`config.mk`:
```
export PLATFORM = sky130hd
export DESIGN_NAME = div_12
export DESIGN_NICKNAME = d
export VERILOG_FILES = /design/src/rtl/float12_pkg.sv /design/src/rtl/float12_round.sv /design/src/rtl/div_12.sv
export SDC_FILE = /design/constraint.sdc
export NUM_CORES = 1
export LEC_CHECK = 0
export CAP_MARGIN = 15
export CORE_ASPECT_RATIO = 2
export CORE_MARGIN = 2
export CORE_UTILIZATION = 35
export CTS_CLUSTER_DIAMETER = 50
export CTS_CLUSTER_SIZE = 10
export DETAILED_ROUTE_END_ITERATION = 8
export HOLD_SLACK_MARGIN = 0.06
export SLEW_MARGIN = 20
export SYNTH_ARGS = -nofsm -noshare
export SYNTH_HDL_FRONTEND = slang
export SYNTH_SLANG_ARGS = --single-unit
```
`constraint.sdc`:
```
create_clock -name clk_i -period 2.6 [get_ports clk_i]
set_input_delay 0.52 -clock clk_i [delete_from_list [all_inputs] [get_ports clk_i]]
set_output_delay 0.52 -clock clk_i [all_outputs]
set_load 0.02 [all_outputs]
```
`src/rtl/float12_pkg.sv`:
```
// Shared definitions for the 12-bit float datapath: 1 sign, 5 exponent (bias 15), 6 fraction.
package float12_pkg;

    localparam int EXP_W = 5;
    localparam int MAN_W = 6;
    localparam int BIAS  = 15;

    localparam logic [11:0] F12_ZERO    = 12'h000;
    localparam logic [10:0] F12_MAX_MAG = 11'h7FF;

    typedef enum logic [1:0] {
        S_IDLE,
        S_DIV,
        S_NORM,
        S_OUT
    } state_e;

endpackage

```
`src/rtl/float12_round.sv`:
```
// Round-half-up of a packed {exp, man} magnitude; the all-ones magnitude saturates instead of wrapping.
module float12_round #(
    parameter int W = 11
) (
    input  logic [W-1:0] val_i,
    input  logic         guard_i,
    output logic [W-1:0] val_o
);

    assign val_o = (val_i == {W{1'b1}}) ? val_i : val_i + {{(W-1){1'b0}}, guard_i};

endmodule

```
`src/rtl/div_12.sv`:
```
// Iterative 12-bit float divider (restoring, one quotient bit per cycle, valid/ready both sides).
// Define DIV12_EARLY_OUT_EN to skip the iteration when either operand is zero.
module div_12 #(
    parameter int EXP_W = float12_pkg::EXP_W,
    parameter int MAN_W = float12_pkg::MAN_W,
    parameter int BIAS  = float12_pkg::BIAS
) (
    input  logic                   clk_i,
    input  logic                   rst_n_i,
    input  logic                   in_valid_i,
    output logic                   in_ready_o,
    input  logic [EXP_W+MAN_W:0]   data_1_i,
    input  logic [EXP_W+MAN_W:0]   data_2_i,
    output logic                   out_valid_o,
    input  logic                   out_ready_i,
    output logic [EXP_W+MAN_W:0]   data_div_o
);
    import float12_pkg::*;

    localparam int W     = 1 + EXP_W + MAN_W;
    localparam int SIG_W = MAN_W + 1;
    localparam int EW    = EXP_W + 2;
    localparam int QW    = MAN_W + 3;
    localparam int CW    = $clog2(QW + 1);

    localparam logic [W-2:0]          MAX_MAG  = {(W-1){1'b1}};
    localparam logic signed [EW-1:0]  EXP_BIAS = EW'(BIAS);
    localparam logic signed [EW-1:0]  EXP_TOP  = EW'((1 << EXP_W) - 1);
    localparam logic signed [EW-1:0]  EXP_ONE  = EW'(1);
    localparam logic [CW-1:0]         CNT_LAST = CW'(QW - 1);

    state_e                 state_q, state_d;
    logic                   sign_q, sign_d;
    logic signed [EW-1:0]   exp_q, exp_d;
    logic [SIG_W:0]         rem_q, rem_d;
    logic [SIG_W-1:0]       dvs_q, dvs_d;
    logic [QW-1:0]          quo_q, quo_d;
    logic [CW-1:0]          cnt_q, cnt_d;
    logic                   zero_a_q, zero_a_d;
    logic                   zero_b_q, zero_b_d;
    logic [W-1:0]           res_q, res_d;

    logic                   sgn_a, sgn_b, in_zero_a, in_zero_b;
    logic [EXP_W-1:0]       exp_a, exp_b;
    logic [MAN_W-1:0]       man_a, man_b;
    logic signed [EW-1:0]   exp_in;

    assign sgn_a     = data_1_i[W-1];
    assign sgn_b     = data_2_i[W-1];
    assign exp_a     = data_1_i[W-2:MAN_W];
    assign exp_b     = data_2_i[W-2:MAN_W];
    assign man_a     = data_1_i[MAN_W-1:0];
    assign man_b     = data_2_i[MAN_W-1:0];
    assign in_zero_a = (data_1_i[W-2:0] == '0);
    assign in_zero_b = (data_2_i[W-2:0] == '0);
    assign exp_in    = $signed({2'b00, exp_a}) - $signed({2'b00, exp_b}) + EXP_BIAS;

    // Restoring step: remainder stays below the divisor after subtraction, so the shift cannot overflow.
    logic             div_ge;
    logic [SIG_W:0]   rem_sub, rem_next;

    assign div_ge   = (rem_q >= {1'b0, dvs_q});
    assign rem_sub  = div_ge ? (rem_q - {1'b0, dvs_q}) : rem_q;
    assign rem_next = {rem_sub[SIG_W-1:0], 1'b0};

    // Quotient lies in (0.5, 2): the top bit selects which window holds the fraction.
    logic signed [EW-1:0]   exp_n;
    logic [MAN_W-1:0]       man_n;
    logic                   guard_n, exp_over;
    logic [W-2:0]           rounded;
    logic [W-1:0]           norm_res;

    assign exp_n    = quo_q[QW-1] ? exp_q : (exp_q - EXP_ONE);
    assign man_n    = quo_q[QW-1] ? quo_q[QW-2:2] : quo_q[QW-3:1];
    assign guard_n  = quo_q[QW-1] ? quo_q[1] : quo_q[0];
    assign exp_over = (exp_n > EXP_TOP);

    float12_round #(
        .W (W - 1)
    ) u_round (
        .val_i   ({exp_n[EXP_W-1:0], man_n}),
        .guard_i (guard_n),
        .val_o   (rounded)
    );

    always_comb begin
        norm_res = {sign_q, rounded};
        if (zero_a_q || (exp_n[EW-1] && !zero_b_q)) begin
            norm_res = '0;
        end else if (zero_b_q || exp_over) begin
            norm_res = {sign_q, MAX_MAG};
        end
    end

    always_comb begin
        state_d  = state_q;
        sign_d   = sign_q;
        exp_d    = exp_q;
        rem_d    = rem_q;
        dvs_d    = dvs_q;
        quo_d    = quo_q;
        cnt_d    = cnt_q;
        zero_a_d = zero_a_q;
        zero_b_d = zero_b_q;
        res_d    = res_q;
        case (state_q)
            S_IDLE: begin
                if (in_valid_i) begin
                    sign_d   = sgn_a ^ sgn_b;
                    exp_d    = exp_in;
                    rem_d    = {1'b0, 1'b1, man_a};
                    dvs_d    = {1'b1, man_b};
                    quo_d    = '0;
                    cnt_d    = '0;
                    zero_a_d = in_zero_a;
                    zero_b_d = in_zero_b;
                    state_d  = S_DIV;
`ifdef DIV12_EARLY_OUT_EN
                    if (in_zero_a || in_zero_b) begin
                        res_d   = in_zero_a ? '0 : {sgn_a ^ sgn_b, MAX_MAG};
                        state_d = S_OUT;
                    end
`endif
                end
            end
            S_DIV: begin
                rem_d = rem_next;
                quo_d = {quo_q[QW-2:0], div_ge};
                cnt_d = cnt_q + 1'b1;
                if (cnt_q == CNT_LAST) begin
                    state_d = S_NORM;
                end
            end
            S_NORM: begin
                res_d   = norm_res;
                state_d = S_OUT;
            end
            S_OUT: begin
                if (out_ready_i) begin
                    state_d = S_IDLE;
                end
            end
            default: state_d = S_IDLE;
        endcase
    end

    always_ff @(posedge clk_i or negedge rst_n_i) begin
        if (!rst_n_i) begin
            state_q  <= S_IDLE;
            sign_q   <= 1'b0;
            exp_q    <= '0;
            rem_q    <= '0;
            dvs_q    <= '0;
            quo_q    <= '0;
            cnt_q    <= '0;
            zero_a_q <= 1'b0;
            zero_b_q <= 1'b0;
            res_q    <= '0;
        end else begin
            state_q  <= state_d;
            sign_q   <= sign_d;
            exp_q    <= exp_d;
            rem_q    <= rem_d;
            dvs_q    <= dvs_d;
            quo_q    <= quo_d;
            cnt_q    <= cnt_d;
            zero_a_q <= zero_a_d;
            zero_b_q <= zero_b_d;
            res_q    <= res_d;
        end
    end

    assign in_ready_o  = (state_q == S_IDLE);
    assign out_valid_o = (state_q == S_OUT);
    assign data_div_o  = res_q;

endmodule
```
==> impl_metrics.tcl, run 1 <==
set metrics [dict create \
    cp_data_required_time_ns 2.78 \
    crit_fanout 2 \
    overflow 0 \
    fin_crit_ns 2.53 \
    rr_endpoint "rem_q[2]" \
    fin_cells 571 \
    hold_ws_ns 0.202 \
    first_pass_iters 4 \
    synth_top_area_cell "dfrtp_1" \
    grt_usage 0.169 \
    r2r_cells 10 \
    port_buffers 41 \
    ys_warn_count 0 \
    n_fill_cell 968 \
    grt_pass1_wl_um 14200 \
    die_h_um 145 \
    htreeDepth 2 \
    ir_drop_uv 679 \
    place_ws_ns -0.336 \
    wl_um 8590 \
    finalSetupViolations 0 \
    place_inst 563 \
    start_kind "primary input" \
    post-route-drc-count 0 \
    grt_pass1_vias 3024 \
    cts_tree "yes" \
    dr_wl_met3_um 258 \
    rows 51 \
    ys.flop_type "dfrtp_1" \
    r2r-start "rem_q[0]" \
    ys_ff_latch 52 \
    hp-class "primary input to asynchronous set/reset pin" \
    synth_edf_count 0 \
    synth_fp_nets 431 \
    post_drt_wl_per_cell_um 15.0 \
    die_area_um2 10800 \
    avgSynthCellArea_um2 9.18 \
    drt-met1-wl_um 3120 \
    yosys-top-cells-area "dfrtp_1 37%, ha_1 7.9%, inv_1 4.4%" \
    synthTopCellsByCount "52 x dfrtp_1, 41 x inv_1, 35 x nand2_1" \
    slew_headroom 0.642 \
    critPathKind "primary input to flop" \
    antennaDiodeCount 0 \
    final_cell_area_um2 4370 \
    finalNetCount 490 \
    arrival_ns 2.71 \
    clock_skew_ns 0.00577 \
    synth_top_area_frac 0.374 \
    clock_path_buffers 2 \
    core_um2 9700 \
    p_per_area_nw_per_um2 1130 \
    hpwl_um 6780 \
    cts_hold_buf 0 \
    clock-root-buffer "clkbuf_16" \
    detail-route-antenna-nets 0 \
    antenna_found_initial 0 \
    endpoint_kind "flop" \
    gp_congestion 0.886 \
    synth_area_um2 3480 \
    grt_max_degree 32 \
    synthCells 379 \
    worst_slack_ns 0.0672 \
    syn_to_final_growth_pct 25.6 \
    viasPerCell 5.20 \
    reg2reg_slack_ns 0.24 \
    top_layer_used "met4" \
    drive_gt1_frac 0.139 \
    synth_cell_types 58 \
    numCtsBuffers 5 \
    place_area_um2 4160 \
    cts_setup_buffers 0 \
    report.final.slew_viol_count 0 \
    maxCapViolCount 0 \
    worst_pin_slew_ns 0.537 \
    first_iter_violations 120 \
    clkLatencyLatePin_ns 0.30 \
    fmax_mhz 395 \
    start_util 0.359 \
    synth.most_common_cell "dfrtp_1" \
    status "completed" \
    period_share 0.974 \
    vias 2970 \
    power_mw 4.95 \
    cellLeakagePower_nw 1.89 \
    io_pins 42 \
    path_clk_slew_ns 0.07 \
    ys_seq_area_frac 0.374 \
    wl_met2_um 4810 \
    cts.sinks 52 \
    finalHoldViolCount 0 \
    die_w_um 74.5 \
    async_flop_share 1.00 \
]
## layout make-up
cell class	count	area, um^2	share of cell area
flip-flops and latches	52	1300	0.298
repair buffers	65	586	0.134
inverters	41	154	0.0352
multi-input cells	273	1980	0.453
well taps	132	165	0.0378
clock buffers	7	153	0.0349
clock inverters	1	30.0	0.00687
## critical path, cell delays in order
cell and delay, ns:
clkdlybuf4s50_1 0.48, inv_1 0.05, ha_2 0.19, inv_2 0.06, fa_2 0.43, inv_2 0.07, and3_4 0.18, or4b_4 0.46
nand3_2 0.09, xnor2_1 0.11, o21ai_1 0.07
## stage by stage
stage | util | setup TNS [ns]
floorplan | - | 0
global placement | 0.429 | -0.291
detailed placement | 0.429 | -0.482
CTS | 0.448 | 0
global route | 0.450 | -0.00276
finish | 0.450 | 0
## metal layers
metal,vias to the layer above,global-route usage
met3,21,0.0222
li1,1469,-
met2,75,0.308
met5,-,0
met1,1405,0.174
met4,0,0.0973
## power breakdown
part	total (mW)	switching, mW	internal (mW)
Combinational	2.75	1.49	1.26
Clock	0.821	0.313	0.508
Sequential	1.38	0.266	1.12
## how the worst max path moves through the flow
| stage | from | to | slack [ns] | cells after the start |
|---|---|---|---|---|
| 2_1_floorplan | data_1_i[6] | exp_q[5] | 0.15 | 10 |
| 3_3_place_gp | data_2_i[6] | exp_q[5] | -0.26 | 10 |
| 3_5_place_dp | data_2_i[6] | exp_q[5] | -0.34 | 10 |
| 4_1_cts | data_1_i[6] | exp_q[5] | 0.006 | 11 |
| 5_1_grt | data_1_i[6] | exp_q[5] | -0.003 | 11 |
| 6_report | data_1_i[6] | exp_q[5] | 0.07 | 11 |
## state kept, by name, summed over array words and instances, names as in the netlist, 2 cells and up
| register | count |
|---|---|
| data_div_o | 12 |
| dvs_q | 7 |
| exp_q | 7 |
| cnt_q | 4 |
| quo_q | 9 |
| rem_q | 8 |
| state_q | 2 |
## cell families (layout without fill, tap and decap cells)
| kind of cell | after synthesis | after routing | share of synthesized area |
|---|---|---|---|
| simple gates | 120 | 120 | 0.186 |
| compound gates | 92 | 92 | 0.182 |
| buf+inv | 54 | 114 | 0.0644 |
| flops | 52 | 52 | 0.374 |
| fa+ha+maj | 24 | 24 | 0.0906 |
| xor+xnor | 19 | 19 | 0.0478 |
| mux | 18 | 18 | 0.0557 |
## cell usage in the layout, fill, tap and decap left out, types with 3 or more instances in the layout
cell	synthesis	final
o21ai_1	3	3
xor2_1	7	7
buf_4	1	24
mux2_2	11	11
nand2b_1	10	10
a21oi_1	14	14
a31oi_1	3	3
mux2i_1	7	7
nand3_1	11	10
nor2b_1	7	7
nor4_1	6	6
nor2_1	18	18
clkdlybuf4s50_1	0	40
dfrtp_1	52	52
xnor2_1	12	11
inv_1	41	39
o221ai_1	6	6
o21a_1	3	3
nor3b_1	7	7
o211ai_1	3	3
o21ai_0	27	27
nor3_1	8	8
ha_1	22	21
nand2_1	35	35
o22ai_1	5	5
clkbuf_16	0	5
a22o_1	7	7
o31ai_1	3	3
## timing repair
item / in CTS / in global routing
pin swaps: 1 / 0
resized for setup: 0 / 8
endpoints found under the setup margin: 1 / 1
Note: power is estimated with default switching activity, not from simulation.
==> run 2, diff against run 1 <==
CAP_MARGIN = 0   (was 15)
==> results of run 2 <==
Same layout as run 1: the final DEF is identical, and so are final timing and power.
